**src/rtl/pipeline_hazard_ctrl.sv**
```systemverilog
// Hazard sequencer for the four pipeline-stage registers and the PC write enable.
// Optional performance counters are built when PERF_CNT_EN is defined.
module pipeline_hazard_ctrl #(
  parameter int CNT_W = 32
) (
  input  logic             clk,
  input  logic             rst_n,
  input  logic             load_use,
  input  logic             mispredict,
  input  logic             mem_busy,
  input  logic             syscall_halt,
  input  logic             resume,
  output logic             pc_en,
  output logic [3:0]       stage_en,
  output logic [3:0]       stage_clear,
  output logic             halted,
  output logic [1:0]       ctrl_state,
  output logic [CNT_W-1:0] stall_cnt,
  output logic [CNT_W-1:0] flush_cnt,
  output logic [CNT_W-1:0] halt_cnt
);

  typedef enum logic [1:0] {
    BOOT   = 2'd0,
    RUN    = 2'd1,
    HALT   = 2'd2,
    RESUME = 2'd3
  } state_t;

  state_t r_state;
  state_t w_state_next;
  logic   r_resume_q;
  logic   w_flush_taken;

  always_ff @(posedge clk or negedge rst_n) begin
    if (!rst_n) begin
      r_state    <= BOOT;
      r_resume_q <= 1'b0;
    end else begin
      r_state    <= w_state_next;
      r_resume_q <= resume;
    end
  end

  // RESUME decodes like RUN but ignores syscall_halt so the halting
  // instruction can drain out of PS4 without re-entering HALT.
  always_comb begin
    w_state_next  = BOOT;
    pc_en         = 1'b0;
    stage_en      = 4'b0000;
    stage_clear   = 4'b1111;
    halted        = 1'b0;
    w_flush_taken = 1'b0;
    case (r_state)
      BOOT: begin
        w_state_next = RUN;
      end
      RUN, RESUME: begin
        stage_clear  = 4'b0000;
        w_state_next = RUN;
        if (mem_busy) begin
          if (r_state == RESUME) w_state_next = RESUME;
        end else if (syscall_halt && (r_state == RUN)) begin
          w_state_next = HALT;
        end else if (mispredict) begin
          pc_en         = 1'b1;
          stage_en      = 4'b1111;
          stage_clear   = 4'b0011;
          w_flush_taken = 1'b1;
        end else if (load_use) begin
          stage_en    = 4'b1110;
          stage_clear = 4'b0010;
        end else begin
          pc_en    = 1'b1;
          stage_en = 4'b1111;
        end
      end
      HALT: begin
        stage_clear  = 4'b0000;
        halted       = 1'b1;
        w_state_next = (resume && !r_resume_q) ? RESUME : HALT;
      end
      default: begin
        w_state_next = BOOT;
      end
    endcase
  end

  assign ctrl_state = r_state;

`ifdef PERF_CNT_EN
  logic [CNT_W-1:0] r_stall_cnt;
  logic [CNT_W-1:0] r_flush_cnt;
  logic [CNT_W-1:0] r_halt_cnt;

  // All counters saturate rather than wrap.
  always_ff @(posedge clk or negedge rst_n) begin
    if (!rst_n) begin
      r_stall_cnt <= '0;
      r_flush_cnt <= '0;
      r_halt_cnt  <= '0;
    end else begin
      if ((r_state == RUN) && !pc_en && (r_stall_cnt != '1))
        r_stall_cnt <= r_stall_cnt + CNT_W'(1);
      if (w_flush_taken && (r_flush_cnt != '1))
        r_flush_cnt <= r_flush_cnt + CNT_W'(1);
      if ((r_state == HALT) && (r_halt_cnt != '1))
        r_halt_cnt <= r_halt_cnt + CNT_W'(1);
    end
  end

  assign stall_cnt = r_stall_cnt;
  assign flush_cnt = r_flush_cnt;
  assign halt_cnt  = r_halt_cnt;
`else
  assign stall_cnt = '0;
  assign flush_cnt = '0;
  assign halt_cnt  = '0;
`endif

endmodule

```
**config.mk**
```make
export PLATFORM = sky130hd
export DESIGN_NAME = pipeline_hazard_ctrl
export DESIGN_NICKNAME = d
export VERILOG_FILES = /design/src/rtl/pipeline_hazard_ctrl.sv
export SDC_FILE = /design/constraint.sdc
export NUM_CORES = 1
export LEC_CHECK = 0
export ABC_AREA = 1
export CORE_MARGIN = 2
export CORE_UTILIZATION = 24
export CTS_BUF_LIST = sky130_fd_sc_hd__clkbuf_4 sky130_fd_sc_hd__clkbuf_8
export DETAILED_ROUTE_END_ITERATION = 10
export PLACE_DENSITY_LB_ADDON = 0.12
export SYNTH_ARGS = -nofsm -noshare
export SYNTH_HDL_FRONTEND = slang
export SYNTH_SLANG_ARGS = --single-unit
```
**constraint.sdc**
```tcl
create_clock -name clk -period 1.1 [get_ports clk]
set_input_delay 0.22 -clock clk [delete_from_list [all_inputs] [get_ports clk]]
set_output_delay 0.22 -clock clk [all_outputs]
set_load 0.1 [all_outputs]
```
[Yosys cells after proc, flatten, opt, wreduce, memory -nomap -nowiden]
Cells that the tools add are included.
Widths: inputs -> output; s select.
Word-level totals
  register bits after elaboration: 3
  input port bits: 7
  output and inout port bits: 108
  word-level logic and storage cells: 31
Cells by class
  equal/unequal tests: 3
  mux-type cells: 21
  reductions and logical operators: 5
Operators with widths (count)
  $mux 2: 7
  $mux 4: 3
  $mux 1: 9
  $pmux 4 s2: 1
  $pmux 2 s3: 1
  $eq 2x2->1 const B: 2
  $eq 2x1->1 const B: 1
  $logic_and 1x1->1: 2
  $logic_not 2->1: 1
  $reduce_or 2->1: 1
  $logic_not 1->1: 1

[Depth between registers and ports, before layout]
Gate-level depths: netlist of the first run.
  depth after elaboration: 5
  mapped depth: 5
  gate-level depth less buffers: 5

[Worst setup path after synthesis of the first run]
OpenSTA, ideal clock, no wires.
  path type: reg-to-output
  start point: reg r_state[0] (netlist: ctrl_state[0])
  end point: out stage_clear[0]
  data arrival time: 3428 ps
  required time: 880 ps
  slack: -2548 ps
  stages on the path, launching flop included: 4
  path buffers: 0
  cells stage by stage: dfrtp_1 nor2_1 inv_1 o21ai_1
Between the ends
  longest elaborated chain between the ends: 5
RTL lines
  from (decl): line 30  | state_t r_state;
  from (signal assigned): line 40  | r_state <= w_state_next;
  $eq 2x1->1: line 54, 63
  $logic_and 1x1->1: line 63  | end else if (syscall_halt && (r_state == RUN)) begin
  $mux 2: line 63
  $mux 2: line 61  | if (mem_busy) begin
  $pmux 4 s2 *: line 54  | case (r_state)
  to (decl): line 15  | output logic [3:0] stage_clear,
Mark *: on every way between the ends. The rest lies on a longest branch, timed or not.

==> qor.log, run 1 <==
INFO  timing         timing_hold_violations_final=0
INFO  min_path       timing.hold.worst.class=in -> async
INFO  detailed_routing routed.top_layer=met4
INFO  timing         period_needed=1.557ns
INFO  detailed_routing drt.antenna.violating_nets=0
INFO  detailed_routing avgRoutedWirePerCell=6.019um
INFO  clock_network  cts_htree_levels=1
INFO  detailed_routing drc=0
INFO  power          leakage_power_summed_over_all_cells=0.6589nW
INFO  timing         fin_worst_skew=0.001180ns
INFO  power          seq_power_share=5.1%
INFO  synth          total_standard_cell_area_after_synthesis=939.7um2
INFO  status         failing_checks=setup timing
INFO  final_layout   finish.cell_count_without_fillers=207
INFO  final_layout   diodes=0
INFO  power          clockPowerShare=9.7%
INFO  detailed_routing drt_iter0_markers=5
INFO  clock_network  cts.root.buffer_cell=sky130_fd_sc_hd__clkbuf_8
INFO  floorplanning  die_w=66.57um
INFO  detailed_routing route.detailed.vias_per_inst=2.556
INFO  clock_network  cts_inserted_buffers=3
INFO  floorplanning  floorplan.initialDensity=25.29%
INFO  final_layout   post-route-util=31.52%
INFO  placement      dp_slack=-0.5017ns
INFO  setup_path     required=0.88ns
INFO  timing         setup-violations-final=13
INFO  setup_path     crit_fanout=4
INFO  detailed_routing route.final.wire_length=1246um
INFO  run            number_of_max_capacitance_violations_reported=0
INFO  floorplanning  floorplan.rows=22
INFO  timing         timing.final.crit_share=141.6%
INFO  synth          synth_cell_types=13
INFO  final_layout   drive_gt1_share=29.56%
INFO  grt            wire_length_of_the_first_global_routing_pass=1435um
INFO  power          power_switching_share=71.32%
INFO  final_layout   nets=167
INFO  power          max_ir_drop_vdd=0.9024mV
INFO  synth          synth-seq-cells=3
INFO  synth          gate_count_of_the_mapped_netlist=127
INFO  power          p_switching=2.475mW
INFO  grt            grt_antenna_before_repair=0
INFO  floorplanning  dieArea=4432um2
INFO  timing         clock.fmax=0.6421GHz
INFO  setup_path     cp-start-kind=register
INFO  grt            grt_start_max_net_pins=6
INFO  timing         worst_slack=-0.4574ns
INFO  placement      dpl.cell_count=199
INFO  status         result_of_the_run=finished, violations left
INFO  synth          synth_sequential_area_ratio=7.989%
INFO  power          p_per_area=2963nW/um2
INFO  setup_path     worstSetupPathType=reg -> out
INFO  timing         rsz0062_at_grt=true
INFO  floorplanning  boundaryPins=115
INFO  grt            grt_util_all_layers=4.472%
INFO  grt            total_gr_overflow=0
INFO  clock_network  max-clock-path-buffers=2
INFO  detailed_routing wl_met3=237um
INFO  floorplanning  core_region_area=3716um2
INFO  clock_network  cts_num_sinks=3
INFO  power          share_comb_of_total_power=85.1%
INFO  detailed_routing detail_route.wirelength.met1=365um
INFO  synth          avg_inst_size_synth=7.399um2
INFO  synth          yosysWarningCount=0
INFO  clock_network  ctsHoldBuffers=0
INFO  floorplanning  die_h=66.57um
INFO  clock_network  clk_latency_worst_skew_pair=0.21ns
INFO  power          internal-power=0.9953mW
INFO  placement      io_buffers=18
INFO  final_layout   syn_to_final_growth=24.63%
INFO  timing         final-max-slew-violation-count=0
INFO  placement      globalplace.congestion=0.6192
INFO  clock_network  tritoncts=yes
INFO  setup_path     setup.worst_path.end_class=output port
INFO  setup_path     arrival=1.34ns
INFO  detailed_routing vias=529
INFO  grt            vias_in_the_first_global_route=310
INFO  clock_network  clkTransAtPathRegs=0.03ns
INFO  placement      dp_hpwl=1164um
INFO  detailed_routing met2_wirelength=607um
INFO  detailed_routing detail_route.first_pass.iterations=2
metal layers:
| layer | GRT usage (%) | up-vias |
|---|---|---|
| met5 | 0 | - |
| met4 | 4.592 | 0 |
| met3 | 1.689 | 4 |
| met2 | 7.000 | 56 |
| met1 | 4.370 | 222 |
| li1 | - | 247 |
cells in the mapped netlist, drive strengths merged:
cell / number / share of area [%]
dfrtp: 3 / 8.0
inv: 9 / 3.6
nand2: 4 / 1.9
nor2: 4 / 2.4
nand3: 1 / 1.1
o21ai: 2 / 1.1
buf: 100 / 80
a21oi: 2 / 1.1
nand4: 1 / 0.67
conb: 1 / 0.40
through the flow:
stage          setup TNS [ns]  power [mW]  instance area [um2]  hold slack (ns)
2_1_floorplan          -7.724       2.853                 1424         -0.07559
3_3_place_gp           -4.202       3.060                 1066           0.4215
3_5_place_dp           -4.235       3.064                 1066           0.4274
4_1_cts                -4.999       3.456                 1147           0.2029
5_1_grt                -5.513       3.572                 1171           0.2066
6_report               -4.989       3.471                 1171           0.1987
placed cells by master (no fill, tap or decap):
cell	netlist	layout
sky130_fd_sc_hd__inv_2	1	1
sky130_fd_sc_hd__inv_1	8	5
sky130_fd_sc_hd__clkbuf_4	0	1
sky130_fd_sc_hd__inv_4	0	2
sky130_fd_sc_hd__o21ai_4	0	1
sky130_fd_sc_hd__clkinvlp_4	0	1
sky130_fd_sc_hd__nand3_4	0	1
sky130_fd_sc_hd__dfrtp_4	0	2
sky130_fd_sc_hd__nor2_4	1	4
sky130_fd_sc_hd__buf_4	100	14
sky130_fd_sc_hd__conb_1	1	96
sky130_fd_sc_hd__clkdlybuf4s50_1	0	4
sky130_fd_sc_hd__clkbuf_8	0	3
sky130_fd_sc_hd__buf_12	0	12
sky130_fd_sc_hd__a21oi_2	0	1
sky130_fd_sc_hd__dfrtp_1	3	1
sky130_fd_sc_hd__nand2_1	3	2
sky130_fd_sc_hd__nand4_1	1	1
sky130_fd_sc_hd__a21oi_4	0	1
sky130_fd_sc_hd__dlygate4sd2_1	0	2
sky130_fd_sc_hd__nand2_8	0	2
sky130_fd_sc_hd__o21ai_1	2	1
sky130_fd_sc_hd__buf_6	0	1
cell families (layout without fill, tap and decap cells):
kind of cell	count (synthesis)	in the layout	share of synthesized area, %
other	1	96	0.3991
buffers and inverters	109	46	83.49
DFF	3	3	7.989
and+or+nand+nor	10	10	5.993
AOI/OAI and AO/OA	4	4	2.131
worst max-delay path, cell delays in order (launching register included):
cell and delay [ns]:
sky130_fd_sc_hd__dfrtp_4 0.49, sky130_fd_sc_hd__inv_4 0.07, sky130_fd_sc_hd__nand3_4 0.09, sky130_fd_sc_hd__nand2_8 0.10, sky130_fd_sc_hd__clkinvlp_4 0.16, sky130_fd_sc_hd__buf_12 0.20
final timing paths:
check | to | start | cells after the start | slack [ns]
setup reg to reg | ctrl_state[0] | register | 7 | -0.17
max in group asynchronous | ctrl_state[0] | rst_n | 1 | 0.73
min in group clk | r_resume_q | resume | 1 | 0.48
hold reg to reg | ctrl_state[0] | r_resume_q | 3 | 0.50
hold / removal | asynchronous set/reset pin | rst_n | 1 | 0.20
setup / recovery | stage_en[1] | register | 5 | -0.46
area by class of cell:
type / count / area (um2)
clock buffers: 4 / 48.80
well taps: 48 / 60.06
inverters: 9 / 42.54
multi-input cells: 110 / 523.0
fillers: 405 / 2545
flip-flops and latches: 3 / 82.58
repair buffers: 33 / 414.1
power groups by stage:
stage	clock network (mW)	registers, mW	logic [mW]
floorplan	0	0.333	2.52
global placement	0	0.180	2.88
detailed placement	0	0.180	2.88
CTS	0.350	0.179	2.93
global route	0.368	0.182	3.02
finish	0.338	0.178	2.95
timing repair:
item                       4_1_cts  5_1_grt
setup endpoints to repair       13       13
setup buffers                    3        3
resized for setup                7        1
gates cloned                     0        0
pin swaps                        4        2
No activity file was read; power rests on OpenSTA's default activity.
==> run 2: changes to the inputs <==
--- a/config.mk
+++ b/config.mk
@@ -6,9 +6,11 @@
 export NUM_CORES = 1
 export LEC_CHECK = 0
 export ABC_AREA = 1
+export CAP_MARGIN = 10
 export CORE_MARGIN = 2
 export CORE_UTILIZATION = 24
 export CTS_BUF_LIST = sky130_fd_sc_hd__clkbuf_4 sky130_fd_sc_hd__clkbuf_8
+export CTS_CLUSTER_DIAMETER = 30
 export DETAILED_ROUTE_END_ITERATION = 10
 export PLACE_DENSITY_LB_ADDON = 0.12
 export SYNTH_ARGS = -nofsm -noshare
==> results of run 2 <==
Final layout, timing and power as in run 1 (identical DEF).
==> run 3: changes to the inputs <==
--- a/config.mk
+++ b/config.mk
@@ -8,10 +8,11 @@
 export ABC_AREA = 1
 export CAP_MARGIN = 10
 export CORE_MARGIN = 2
-export CORE_UTILIZATION = 24
+export CORE_UTILIZATION = 40
 export CTS_BUF_LIST = sky130_fd_sc_hd__clkbuf_4 sky130_fd_sc_hd__clkbuf_8
 export CTS_CLUSTER_DIAMETER = 30
 export DETAILED_ROUTE_END_ITERATION = 10
+export DONT_BUFFER_PORTS = 1
 export PLACE_DENSITY_LB_ADDON = 0.12
 export SYNTH_ARGS = -nofsm -noshare
 export SYNTH_HDL_FRONTEND = slang
==> constraint.sdc (replaced) <==
create_clock -name clk -period 1.7 [get_ports clk]
set_input_delay 0.34 -clock clk [delete_from_list [all_inputs] [get_ports clk]]
set_output_delay 0.34 -clock clk [all_outputs]
set_load 0.1 [all_outputs]
==> run 3 against run 2 <==
The flow now finishes without violations. Utilization is 6.6 points higher. Worst hold slack worse by 0.059 ns. Flip-flop and latch count stayed put. Sequential power is 31% lower. Count of clock-buffer cells in the layout stayed put. Worst setup slack better by 0.46 ns. Die area is 38% lower. Clock power is 59% lower. Register-to-register slack better by 0.79 ns. Via count is 15% lower.
==> qor.log, run 3 (same netlist as run 1, synthesis figures left out) <==
INFO  clock_network  cts.root.buffer_cell=sky130_fd_sc_hd__clkbuf_4 [was sky130_fd_sc_hd__clkbuf_8]
INFO  min_path       timing.hold.worst.class=in -> reg [was in -> async]
INFO  setup_path     worstSetupPathType=reg -> out [unchanged]
INFO  setup_path     arrival=1.36ns [was 1.34 ns]
INFO  power          leakage_power_summed_over_all_cells=0.5191nW [was 0.6589 nW]
INFO  timing         fin_hold_ws=0.1393ns [was 0.1987 ns]
INFO  grt            grt_antenna_before_repair=0 [unchanged]
INFO  detailed_routing route.final.wire_length=1016um [was 1246 um]
INFO  floorplanning  boundaryPins=115 [unchanged]
INFO  grt            grt_start_max_net_pins=6 [unchanged]
INFO  clock_network  cts_inserted_buffers=3 [unchanged]
INFO  final_layout   nets=146 [was 167]
INFO  min_path       holdCritStartpoint=resume
INFO  setup_path     reg2reg_from=ctrl_state[0]
INFO  detailed_routing drc=0 [unchanged]
INFO  setup_path     setup.worst_path.end_class=output port [unchanged]
INFO  detailed_routing detail_route.first_pass.iterations=2 [unchanged]
INFO  placement      io_buffers=0 [was 18]
INFO  final_layout   diodes=0 [unchanged]
INFO  floorplanning  dieArea=2753um2 [was 4432 um2]
INFO  final_layout   drive_gt1_share=21.01% [was 29.56%]
INFO  setup_path     crit_fanout=4 [unchanged]
INFO  timing         timing.final.crit_share=99.96%
INFO  floorplanning  floorplan.initialDensity=42.48% [was 25.29%]
INFO  timing         final-max-slew-violation-count=0 [unchanged]
INFO  timing         period_needed=1.699ns
INFO  floorplanning  die_h=52.47um [was 66.57 um]
INFO  clock_network  tritoncts=yes [unchanged]
INFO  grt            wire_length_of_the_first_global_routing_pass=1269um [was 1435 um]
INFO  final_layout   syn_to_final_growth=-10.25% [was 24.63%]
INFO  status         result_of_the_run=complete, no violations [was finished, violations left]
INFO  detailed_routing vias=449 [was 529]
INFO  final_layout   mostFrequentLayoutCell=sky130_fd_sc_hd__conb_1 [unchanged]
INFO  setup_path     cp-start-kind=register [unchanged]
INFO  power          power=1.906mW [was 3.471 mW]
INFO  detailed_routing avgRoutedWirePerCell=6.120um [was 6.019 um]
INFO  setup_path     r2r_slack=0.62ns [was -0.17 ns]
INFO  detailed_routing drt.antenna.violating_nets=0 [unchanged]
INFO  setup_path     required=1.36ns [was 0.88 ns]
INFO  detailed_routing drt_iter0_markers=2 [was 5]
INFO  detailed_routing route.detailed.vias_per_inst=2.705 [was 2.556]
INFO  grt            grt_util_all_layers=6.280% [was 4.472%]
INFO  setup_path     worst_r2r_path_depth=6 [was 7]
INFO  floorplanning  die_w=52.47um [was 66.57 um]
INFO  clock_network  cts_num_sinks=3 [unchanged]
INFO  power          max_ir_drop_vdd=1.012mV [was 0.9024 mV]
INFO  power          p_per_area=2260nW/um2 [was 2963 nW/um2]
INFO  clock_network  cts_htree_levels=1 [unchanged]
INFO  final_layout   layout.cells.most_common_list=sky130_fd_sc_hd__conb_1 (96), sky130_fd_sc_hd__buf_4 (6), sky130_fd_sc_hd__inv_1 (5), sky130_fd_sc_hd__buf_12 (5), sky130_fd_sc_hd__clkbuf_4 (4) [was sky130_fd_sc_hd__conb_1 (96), sky130_fd_sc_hd__buf_4 (14), sky130_fd_sc_hd__buf_12 (12)]
INFO  floorplanning  floorplan.rows=17 [was 22]
INFO  clock_network  clk_latency_worst_skew_pair=0.23ns [was 0.21 ns]
INFO  timing         setup_tns=0ns [was -4.989 ns]
INFO  timing         setup-violations-final=0 [was 13]
INFO  clock_network  clkTransAtPathRegs=0.04ns [was 0.03 ns]
INFO  grt            total_gr_overflow=0 [unchanged]
INFO  min_path       hold_path_end=r_resume_q
INFO  placement      dp_hpwl=968.3um [was 1164 um]
INFO  run            number_of_max_capacitance_violations_reported=0 [unchanged]
INFO  clock_network  cts_repair_resize_count=0 [was 7]
INFO  grt            vias_in_the_first_global_route=311 [was 310]
INFO  timing         timing_hold_violations_final=0 [unchanged]
INFO  placement      globalplace.congestion=0.5554 [was 0.6192]
INFO  timing         clock.fmax=0.5885GHz
INFO  timing         fin_worst_skew=0.0001655ns [was 0.001180 ns]
INFO  timing         rsz0062_at_grt=true [unchanged]
INFO  floorplanning  core_region_area=2212um2 [was 3716 um2]
INFO  min_path       whs_path_depth=0
INFO  clock_network  max-clock-path-buffers=2 [unchanged]
==> run 3: worst max-delay path, stage by stage (launching register included) <==
cell	delay, ns
sky130_fd_sc_hd__dfrtp_4	0.50
sky130_fd_sc_hd__inv_4	0.08
sky130_fd_sc_hd__nand3_4	0.08
sky130_fd_sc_hd__nand2_4	0.12
sky130_fd_sc_hd__clkinvlp_4	0.11
sky130_fd_sc_hd__buf_12	0.24
==> run 3: what timing repair did <==
action / CTS / global route
setup endpoints to repair: 5 / 6
buffers inserted: 4 / 0
hold endpoints to repair: 3 / 0
pin swaps: 1 / 0
hold buffers: 1 / 0
==> run 3: per-layer routing <==
layer / up-vias / track usage, % / routed length [um]
li1: 205 / - / -
met2: 51 / 10.63 / 579
met3: 0 / 2.000 / 218
met4: 0 / 5.128 / 0
met1: 193 / 6.186 / 217
met5: - / 0 / 0
==> run 3: worst max path at each step <==
stage	end	slack [ns]	startpoint
floorplan	stage_en[2]	-0.43	register
global placement	stage_en[3]	0.22	register
detailed placement	stage_en[3]	0.22	register
CTS	stage_en[3]	-0.01	register
global route	stage_en[1]	-0.07	register
finish	stage_en[3]	0.0007	register
==> run 3: per-stage QoR <==
step	instances	setup slack [ns]	area, um2	util [%]
CTS	166	-0.009687	843.3	38.12
detailed placement	157	0.2200	773.2	34.95
global route	166	-0.07358	843.3	38.12
floorplan	222	-0.4290	1424	-
finish	166	0.0007473	843.3	38.12
global placement	157	0.2224	773.2	34.95
==> run 3: layout make-up <==
cell class	instances	area (um2)
fill	257	1369
tap	28	35.03
sequential	3	82.58
clock buffer	4	30.03
multi-input combinational	110	498.0
timing repair buffer	12	155.1
inverter	9	42.54
==> run 3: where the power goes <==
group          total (mW)  switching, mW  internal (mW)
clock               0.138         0.0342          0.104
sequential          0.122         0.0282         0.0940
combinational        1.65           1.47          0.178
==> variant, RTL diff (settings of run 2) <==
Change the parameter `CNT_W` from 32 to 48.
--- a/src/rtl/pipeline_hazard_ctrl.sv
+++ b/src/rtl/pipeline_hazard_ctrl.sv
@@ -3,3 +3,3 @@
 module pipeline_hazard_ctrl #(
-  parameter int CNT_W = 32
+  parameter int CNT_W = 48
 ) (
Ports: changed (resized flush_cnt, halt_cnt and stall_cnt); port bits go from 115 to 163. No check against the original RTL was run, so the function may have changed too.
==> variant against run 2 <==
The run still ends with negative setup slack left. Power up 19%. Setup slack gained 0.00092 ns. Critical path depth shrank 1. Area after synthesis grew 38%. Sequential cell count stayed put. Global-route usage rose by 0.22 points. Cell area increased by 13%. Clock skew shrank 0.0011 ns. Wire length rose by 43%. Die area grew 36%. Critical endpoint is now stage_clear[1].
==> variant: results (changes against run 2) <==
INFO  metric status = finished, violations left
INFO  metric placed_cell_count = 265 (+33%)
INFO  metric synth-seq-area-share = 5.775% (-2.2 points)
INFO  metric routed-via-count = 644 (+22%)
INFO  metric nonClockBufferCount = 27 (-18%)
INFO  metric cellLeakagePower = 0.7857 nW (+19%)
INFO  metric regToRegSetupSlack = -0.09 ns (+0.08 ns)
INFO  metric fin_hold_ws = 0.2024 ns (+0.003771 ns)
INFO  metric area_share_clock_buf_inv = 3.690% (-0.48 points)
INFO  metric multi_input_gates = 158 (+44%)
INFO  metric netlist_top_cells_count = buf_4 (148), inv_1 (8), dfrtp_1 (3), nand2_1 (3), nor2_1 (3)
INFO  metric final_number_of_setup_violating_endpoints = 13 (unchanged)
INFO  metric postSynthAreaPerCell = 7.429 sq um (+0.40%)
INFO  metric timing.critical_path.to = stage_clear[1]
INFO  metric post_synth_main_area_contributors = buf_4 (85%), dfrtp_1 (5.8%), inv_1 (2.3%)
INFO  metric wl_per_cell = 6.572 um (+9.2%)
INFO  metric grt_pass1_wl = 2049 um (+43%)
INFO  metric fin_skew = 0.00006430 ns (-0.001115 ns)
INFO  metric grt.total_usage = 4.690% (+0.22 points)
INFO  metric max-vdd-ir-drop = 0.7515 mV (-17%)
INFO  metric drt-initial-drc-count = 7 (+2)
INFO  metric violations = negative setup slack
INFO  metric grt_start_max_net_pins = 5 (-1)
INFO  metric n_sequential_cell = 3 (unchanged)
INFO  metric share_of_cell_area_taken_by_multi_input_logic_gates = 52.60% (+7.9 points)
INFO  metric layout_non_clock_buf_share = 27.63% (-7.7 points)
INFO  metric hpwl = 1697 um (+46%)
INFO  metric placement.setup.worst_slack = -0.4919 ns (+0.009870 ns)
INFO  metric syn_inst = 175 (+38%)
INFO  metric final_area = 1323 sq um (+13%)
INFO  metric finish.cell_count_without_fillers = 271 (+31%)
INFO  metric gp_congestion = 0.6632 (+7.1%)
INFO  metric ys.flop_type = dfrtp_1
INFO  metric final.fill_count = 602 (+49%)
INFO  metric rr_worst_depth = 5 (-2)
INFO  metric layout_setup_ws = -0.4564 ns (+0.0009160 ns)
[variant: cell types whose count changed after synthesis, sizes merged]
cell         run 2  this run
buf            100       148
[variant: timing repair]
| item | CTS | global route |
|---|---|---|
| pin swaps | 4 | 3 |
| gates resized for setup | 3 | 2 |
| cloned | 0 | 0 |
| setup endpoints to repair | 13 | 13 |
| buffers inserted | 3 | 1 |
| hold buffers | 0 | 0 |
[variant: power breakdown]
part | switching (mW) | internal, mW
Combinational | 3.09 | 0.515
Clock | 0.0724 | 0.272
Sequential | 0.0256 | 0.145
Total | 3.18 | 0.931
[variant: logic make-up after synthesis]
family          after synthesis  synth area share, %
compound gates                4                1.540
buf+inv                     157                88.07
flops                         3                5.775
other cells                   1               0.2885
simple gates                 10                4.332
[variant: layer usage]
layer / wire (um) / GRT usage, %
met3: 343 / 3.372
met4: 31 / 3.214
met2: 940 / 7.241
met1: 466 / 4.351
met5: 0 / 0
